File: src/rtl/seq_detect_scheduler.sv
// seq_detect_scheduler: one "1011" detector core time-shared round-robin
// across NCH serial channels, with per-channel saved context and
// saturating per-channel match counters.
module seq_detect_scheduler #(
  parameter  int unsigned NCH = 4,
  parameter  int unsigned CW  = 8,
  localparam int unsigned IW  = $clog2(NCH)
) (
  input  logic           clk,
  input  logic           rst,
  input  logic           en_i,
  input  logic [NCH-1:0] ch_valid_i,
  input  logic [NCH-1:0] ch_bit_i,
  input  logic [NCH-1:0] ch_flush_i,
  output logic [NCH-1:0] ch_ready_o,
  output logic           hit_valid_o,
  output logic [IW-1:0]  hit_ch_o,
  input  logic [IW-1:0]  cnt_sel_i,
  input  logic           cnt_clr_i,
  output logic [CW-1:0]  cnt_rdata_o
);

  typedef enum logic [1:0] {S0, S1, S2, S3} det_state_e;

  det_state_e      ctx_q [NCH];
  det_state_e      ctx_d [NCH];
  logic [CW-1:0]   cnt_q [NCH];
  logic [CW-1:0]   cnt_d [NCH];
  logic [IW-1:0]   ptr_q, ptr_d;
  logic            hit_valid_q, hit_valid_d;
  logic [IW-1:0]   hit_ch_q, hit_ch_d;

  logic [NCH-1:0]  elig;
  logic [IW-1:0]   cand;
  logic            gnt_vld;
  logic [IW-1:0]   gnt_idx;
  logic            gnt_bit;
  logic            match;

  // Round-robin grant: first eligible channel searching upward from ptr+1.
  // Reset gates eligibility so ch_ready stays low while rst is held.
  always_comb begin
    elig       = ch_valid_i & ~ch_flush_i & {NCH{en_i & ~rst}};
    cand       = '0;
    gnt_vld    = 1'b0;
    gnt_idx    = ptr_q;
    ch_ready_o = '0;
    for (int unsigned k = 1; k <= NCH; k++) begin
      cand = ptr_q + IW'(k);
      if (!gnt_vld && elig[cand]) begin
        gnt_vld = 1'b1;
        gnt_idx = cand;
      end
    end
    if (gnt_vld) ch_ready_o[gnt_idx] = 1'b1;
  end

  // Detector step on the granted context, flush override, hit and counter update.
  always_comb begin
    ctx_d       = ctx_q;
    cnt_d       = cnt_q;
    ptr_d       = ptr_q;
    hit_valid_d = 1'b0;
    hit_ch_d    = hit_ch_q;
    match       = 1'b0;
    gnt_bit     = ch_bit_i[gnt_idx];
    if (gnt_vld) begin
      ptr_d = gnt_idx;
      case (ctx_q[gnt_idx])
        S0: ctx_d[gnt_idx] = gnt_bit ? S1 : S0;
        S1: ctx_d[gnt_idx] = gnt_bit ? S1 : S2;
        S2: ctx_d[gnt_idx] = gnt_bit ? S3 : S0;
        S3: begin
          ctx_d[gnt_idx] = gnt_bit ? S1 : S2;
          match          = gnt_bit;
        end
        default: ctx_d[gnt_idx] = S0;
      endcase
    end
    for (int unsigned i = 0; i < NCH; i++) begin
      if (ch_flush_i[i]) ctx_d[i] = S0;
    end
    if (match) begin
      hit_valid_d = 1'b1;
      hit_ch_d    = gnt_idx;
      if (cnt_q[gnt_idx] != '1) cnt_d[gnt_idx] = cnt_q[gnt_idx] + CW'(1);
    end
    // Clear wins over a same-cycle increment on the selected channel.
    if (cnt_clr_i) cnt_d[cnt_sel_i] = '0;
  end

  // State registers with asynchronous active-high reset.
  always_ff @(posedge clk or posedge rst) begin
    if (rst) begin
      for (int unsigned i = 0; i < NCH; i++) begin
        ctx_q[i] <= S0;
        cnt_q[i] <= '0;
      end
      ptr_q       <= IW'(NCH - 1);
      hit_valid_q <= 1'b0;
      hit_ch_q    <= '0;
    end else begin
      ctx_q       <= ctx_d;
      cnt_q       <= cnt_d;
      ptr_q       <= ptr_d;
      hit_valid_q <= hit_valid_d;
      hit_ch_q    <= hit_ch_d;
    end
  end

  assign hit_valid_o = hit_valid_q;
  assign hit_ch_o    = hit_ch_q;
  assign cnt_rdata_o = cnt_q[cnt_sel_i];

endmodule

File: config.mk
export PLATFORM = sky130hd
export DESIGN_NAME = seq_detect_scheduler
export DESIGN_NICKNAME = d
export VERILOG_FILES = /design/src/rtl/seq_detect_scheduler.sv
export SDC_FILE = /design/constraint.sdc
export NUM_CORES = 1
export LEC_CHECK = 0
export CORE_MARGIN = 1
export CORE_UTILIZATION = 55
export CTS_BUF_LIST = sky130_fd_sc_hd__clkbuf_8
export CTS_CLUSTER_SIZE = 40
export DETAILED_ROUTE_END_ITERATION = 8
export GPL_TIMING_DRIVEN = 0
export PLACE_DENSITY = 0.78
export SETUP_SLACK_MARGIN = 0.5
export SLEW_MARGIN = 20
export SYNTH_ARGS = -nofsm -noshare
export SYNTH_HDL_FRONTEND = slang
export SYNTH_SLANG_ARGS = --single-unit
File: constraint.sdc
create_clock -name clk -period 5 [get_ports clk]
set_input_delay 0.75 -clock clk [delete_from_list [all_inputs] [get_ports clk]]
set_output_delay 0.75 -clock clk [all_outputs]
set_load 0.02 [all_outputs]
---- After elaboration in Yosys (flattened, before gate mapping) ----
Cells that the tools add are included.
storage, ports and cells
  flip-flop bits (word level) ............. 45
  output and inout bits ................... 15
cells by class
  add/sub/neg operators ................... 4
  order comparisons ....................... 10
  equality and inequality tests ........... 4
  mux-type cells .......................... 55
  bitwise operators ....................... 9
  reduce and logical (&&, ||, !) cells .... 15
operators with widths
  kind                                                                  count
  32-bit 2-to-1 mux                                                     3
  8-bit 2-to-1 mux                                                      7
  32-bit bitwise AND                                                    1
  8-bit binary-select mux with 2-bit select                             2
  32-bit bitwise mux                                                    1
  8-bit demux with 2-bit select                                         2
  32-bit inverter                                                       1
  2-bit 2-to-1 mux                                                      13
  8-bit bitwise mux                                                     3
  8-bit case mux with 3 select lines                                    1
  2-bit by 3-bit < comparator with 1-bit output, second input constant  5
  1-bit 2-to-1 mux                                                      14
  1-bit binary-select mux with 2-bit select                             5
  8-bit by 1-bit adder with 8-bit output, second input constant         1
  4-bit bitwise AND                                                     2
  8-bit != test, second input constant                                  1
  2-bit nonzero test                                                    4
  3-bit >= comparator, second input constant                            2
  1-bit logical AND                                                     6
  3-bit by 1-bit < comparator with 1-bit output, second input constant  2
  2-bit inverter with 3-bit output                                      2
  2-bit adder, second input constant                                    2
  2-bit binary-select mux with 2-bit select                             1
  2-bit demux with 2-bit select                                         1
  other kinds (12)                                                      15

---- Longest topological paths before layout ----
  depth after elaboration ................. 25
  gate-level depth with buffers ........... 16
  gate-level depth less buffers ........... 13

---- Worst setup path before layout ----
No wires, ideal clock.
  path type ............................... input to register
  start point ............................. in ch_flush_i[2]
  end point ............................... reg cnt_q[22] (netlist bit)
  library setup time ...................... 78 ps
  arrival ................................. 4,021 ps
  setup slack ............................. 902 ps
  stages on the path ...................... 16
  buffers on the path ..................... 3
  path through ............................ nand2b_4 > a2111o_1 > o21a_1 > inv_2 > buf_2 > clkbuf_1 > nand2_1 > and3_1 > a31oi_1 > ha_1 > nand2_1 > o22ai_4 > and3_1 > buf_2 > mux2_2 > a21oi_1
RTL lines
  item                    line  source
  start: declaration      14    input logic [NCH-1:0] ch_flush_i,
  end signal: assignment  104   cnt_q <= cnt_d;
  end: declaration        27    logic [CW-1:0] cnt_q [NCH];

---- Worst setup path after layout ----
  start point ............................. in ch_flush_i[3]
  end point ............................... out ch_ready_o[2]
between the ends
  longest elaborated chain between the ends .. 20
ends and longest elaborated chain
  item                                                                                                                                          line  source
  4-bit inverter *                                                                                                                              43    elig = ch_valid_i & ~ch_flush_i & {NCH{en_i & ~rst}};
  4-bit bitwise AND * (2 in a row)                                                                                                              43
  1-bit binary-select mux with 2-bit select                                                                                                     50    if (!gnt_vld && elig[cand]) begin
  1-bit 2-to-1 mux (not written as such)                                                                                                        50
  1-bit 2-to-1 mux                                                                                                                              50
  1-bit logical NOT                                                                                                                             50
  1-bit logical AND                                                                                                                             50
  1-bit 2-to-1 mux                                                                                                                              50
  [3 not listed]                                                                                                                                --
  1-bit logical NOT                                                                                                                             50
  1-bit logical AND                                                                                                                             50
  2-bit 2-to-1 mux                                                                                                                              50
  2-bit by 3-bit < comparator with 1-bit output (not written as such) / 2-bit by 1-bit >= comparator with 1-bit output (equally long branches)  55    if (gnt_vld) ch_ready_o[gnt_idx] = 1'b1;
  1-bit logical AND (not written as such)                                                                                                       55
  1-bit 2-to-1 mux (not written as such)                                                                                                        55
  1-bit demux with 2-bit select                                                                                                                 55
  4-bit 2-to-1 mux *                                                                                                                            55
  end: declaration                                                                                                                              15    output logic [NCH-1:0] ch_ready_o,
Every way passes the cells marked *; elsewhere a longest branch is shown, timed or not. The select of a mux whose other input is x is not followed.

==> results.md <==
- Clock transition time at the flip-flop clock pins of the worst setup and hold paths: approximately 0.08 ns
- Final critical path time including I/O delays and setup: 4.32 ns
- Count of final hold-check violations: 0
- Number of I/O pins: 33
- Hold WC Path Type: register to register
- Placement Setup Slack: -0.375 ns
- Pin count of the biggest net entering global routing: 29
- Hold buffers post-CTS: 0
- Top cell type by total area after synthesis: sky130_fd_sc_hd__dfrtp_1
- Internal cell power: 651 µW
- Worst voltage drop across the vdd grid: approximately 170 µV
- Startpoint type of the worst setup path: input port
- Total negative setup slack: 0 ns
- Post-Syn Area: roughly 0.0030 mm²
- Maximum number of buffers from clock root to sink: 2
- Unrepaired setup endpoints after global routing: false
- Total track usage: a little under a third
- Critical path peak fanout: 10
- Placed cell count: ~400
- Primary flip-flop cell chosen by synthesis mapping: sky130_fd_sc_hd__dfrtp_1
- Setup-violating endpoint count in the final report: 0
- Vias per Instance: about 6.4
- Latest clock arrival within the worst-skew pair: 0.29 ns
- Clock power share: approximately 20%
- Net count of the finished layout: 371
- Post-route antenna net violation count: 0
- Synth Instances: about 300
- Power density cells: between 200 and 300 mW/mm²
- Unique masters post-synth: 55
- Post-synth EDFFs: 0
- Number of port buffers: 32
- Antenna Diode Count: 0
- Fraction of power consumed by combinational cells: about 40%
- Switching share of total power: a little under two fifths
- Top cells by area, synth: sky130_fd_sc_hd__dfrtp_1 35%, sky130_fd_sc_hd__mux4_2 8.9%, sky130_fd_sc_hd__a211oi_1 6.7%
- Post-synthesis register bit count: between 40 and 50
- Transition time at the pin with the least slew margin: 0.756 ns
- Mapped Nets: roughly 330
- CP Buf/Inv Count: 3
- Critical path, cell by cell: clkdlybuf4s50_1, nand2b_1, a2111o_1, o21a_1, buf_2, nor3_1, clkdlybuf4s50_1
- Routed WL: just over 8000 µm
- 1st-pass router iterations: 5
- Horizontal die dimension: 76.4 µm
- Count of non-filler cells in the finished layout: about 420
- PnR worst setup slack: just under 0.7 ns
- Leakage Power: ~0.0014 µW
- First-pass GRT wire length: 13700 µm
- Outcome: completed
- Number of levels the H-tree was split into: 2
- Largest incremental delay on the critical path: between 0.7 and 0.8 ns
- Fraction of the yosys area taken by sequential cells: 37.0%
- Via count: 2700
- Worst clock skew: just under 0.006 ns
- Timing-limited maximum frequency: 0.231 GHz
- Detail Placement HPWL: 5910 µm
- Die height: 76.4 µm
- Slew Viols, Final: 0
- Average cell area after synthesis: between 9 and 10 µm²
- Fraction of final layout cells sized beyond drive strength 1: 17.3%
- Arrival @ worst endpoint: around 3.6 ns
- Overall die area: 0.00584 mm²
- Yosys warning count: 0
- Number of rows in the core area: 26
- End-of-flow core utilization: 69.7%
- Initial antenna violation count: 0
- Area grow syn2layout: 19.0%
- Share of flip-flops with an asynchronous set or reset after synthesis: 100%
- Clk sink count: 45
- Remaining global-route overflow: 0
- Weighted congestion reported at the end of routability-driven placement: 0.955
- # Max-Cap Violations: 0
- DRC errors left: 0
- Total net switching power: roughly 400 µW
- Area share of the largest cell type after synthesis: 35.3%
- Starting density of the core: about 59%
- Wire length per cell: between 15 and 20 µm
- Sequential power share: between 30 and 40%
- CP Data Required Time: about 4.3 ns
- Worst Setup End Kind: output port
- Iteration-0 DRC Markers: around 230
- CTS tree: yes
- Slew Limit Headroom: 49.6%
- Critical path class: input port to output port
- Number of buffers added by the clock tree synthesis step: 5
- Number of global-route vias before repair: approximately 2700
- Root Buffer: sky130_fd_sc_hd__clkbuf_8
- Std-Cell Core Area: between 0.005 and 0.006 mm²
- Fill count: approximately 400
- Cell family with most CP delay: buffers and inverters
- Cell with the biggest individual delay on the critical path: sky130_fd_sc_hd__clkdlybuf4s50_1
- Portion of the clock cycle consumed by the worst path in the final layout: 86.5%
- Most common cell type on the critical path: sky130_fd_sc_hd__clkdlybuf4s50_1
==> worst reg2reg max path, stage by stage, from the launching register on <==
cell,delay (ns)
sky130_fd_sc_hd__dfstp_2,0.57
sky130_fd_sc_hd__nor3b_1,0.08
sky130_fd_sc_hd__a311o_1,0.36
sky130_fd_sc_hd__a32oi_4,0.30
sky130_fd_sc_hd__buf_4,0.21
sky130_fd_sc_hd__clkbuf_1,0.50
sky130_fd_sc_hd__a31oi_4,0.25
sky130_fd_sc_hd__ha_2,0.26
sky130_fd_sc_hd__nand2_1,0.10
sky130_fd_sc_hd__o22ai_4,0.08
sky130_fd_sc_hd__buf_4,0.19
sky130_fd_sc_hd__a31oi_4,0.24
sky130_fd_sc_hd__buf_4,0.22
sky130_fd_sc_hd__mux2i_1,0.21
sky130_fd_sc_hd__nor2_1,0.06
==> sequential cells by signal, indices dropped and copies added (netlist names) <==
signal and flops:
cnt_q 32, ctx_q 8, hit_ch_o 2, hit_valid_o 1, ptr_q 2
==> cell usage in the layout (no fill, tap or decap), drive strengths merged, types with 3 or more instances in the layout <==
cell           instances
and3                  10
mux4                  12
a211oi                28
nand2                 37
nand4                  7
clkdlybuf4s50         32
nand3                  8
a31oi                  8
buf                   14
nor3                   5
a21oi                  8
o211ai                 4
mux2i                 19
nand2b                10
mux2                   7
dfrtp                 43
xnor2                  4
clkbuf                11
nor3b                  3
nor2                  41
inv                   13
==> Yosys cell counts, types with 2 or more instances <==
cell / count
sky130_fd_sc_hd__dfstp_2: 2
sky130_fd_sc_hd__clkbuf_1: 6
sky130_fd_sc_hd__and3_1: 10
sky130_fd_sc_hd__nand2b_1: 8
sky130_fd_sc_hd__inv_1: 8
sky130_fd_sc_hd__nand3_1: 8
sky130_fd_sc_hd__xor2_1: 2
sky130_fd_sc_hd__a31oi_4: 3
sky130_fd_sc_hd__nand4_1: 6
sky130_fd_sc_hd__buf_6: 3
sky130_fd_sc_hd__nor3b_1: 3
sky130_fd_sc_hd__dfrtp_1: 43
sky130_fd_sc_hd__xnor2_1: 4
sky130_fd_sc_hd__mux2_2: 7
sky130_fd_sc_hd__buf_2: 3
sky130_fd_sc_hd__nand2_1: 37
sky130_fd_sc_hd__a211oi_1: 27
sky130_fd_sc_hd__o211ai_1: 4
sky130_fd_sc_hd__nor3_1: 5
sky130_fd_sc_hd__mux2i_1: 19
sky130_fd_sc_hd__nor2_1: 41
sky130_fd_sc_hd__o21ai_0: 2
sky130_fd_sc_hd__a311o_1: 2
sky130_fd_sc_hd__nand2b_4: 2
sky130_fd_sc_hd__buf_1: 2
sky130_fd_sc_hd__mux4_2: 12
sky130_fd_sc_hd__buf_4: 2
sky130_fd_sc_hd__a31oi_1: 4
sky130_fd_sc_hd__a21oi_1: 8
==> metrics by stage <==
stage                     area (µm²)  total power, µW  hold slack [ns]
after floorplan                 3050              682            0.535
after global placement          3450              802            0.463
after detailed placement        3480              809            0.470
after CTS                       3580             1030            0.488
after global routing            3630             1110            0.543
final                           3630             1050            0.483
==> repair_timing <==
| action | 4_1_cts | 5_1_grt |
|---|---|---|
| resized for setup | 4 | 9 |
| setup endpoints to repair | 32 | 33 |
| pin swaps | 1 | 1 |
| buffers inserted | 1 | 2 |
==> power by group through the flow <==
stage	Sequential (µW)	Combinational, µW	Clock, µW
after detailed placement	413	395	0
after global routing	409	467	233
after CTS	406	403	217
after global placement	412	389	0
after floorplan	419	263	0
final	406	434	214
==> worst paths after layout <==
| check | from | to | slack, ns | cells after the start |
|---|---|---|---|---|
| setup / recovery | ch_flush_i[3] | ch_ready_o[2] | 0.68 | 7 |
| hold / removal | hit_ch_o[1] | hit_ch_o[1] | 0.48 | 2 |
| setup reg to reg | ptr_q[0] | cnt_q[19] | 1.24 | 14 |
| hold reg to reg | hit_ch_o[1] | hit_ch_o[1] | 0.48 | 2 |
| max in group asynchronous | rst | cnt_q[0] | 3.71 | 3 |
| min in group asynchronous | rst | ctx_q[1] | 0.81 | 2 |
==> layout make-up <==
| cell class | instances | area [µm²] | share of cell area, % |
|---|---|---|---|
| buffer | 16 | 105 | 2.90 |
| clock buffer | 5 | 68.8 | 1.90 |
| clock inverter | 3 | 11.3 | 0.311 |
| inverter | 10 | 40.0 | 1.10 |
| multi-input combinational | 238 | 1820 | 50.2 |
| sequential | 45 | 1130 | 31.1 |
| tap | 70 | 87.6 | 2.42 |
| timing repair buffer | 36 | 363 | 10.0 |
==> cell families (layout without fill, tap and decap cells) <==
family	Yosys count	after routing	synth area share (%)
adders and majority gates	1	1	0.411
DFF	45	45	37.0
and+or+nand+nor	131	131	21.2
xor gates and xnor gates	6	6	1.72
muxes	38	38	17.7
AOI/OAI and AO/OA	62	62	17.5
buffers and inverters	26	70	4.39
==> layer usage <==
layer  GRT usage [%]  wire length [µm]
met2            49.3              3910
met1            40.1              3450
met3            5.99               589
met5               0                 0
met4            9.81               242
Power figures use the tool's default switching activity.
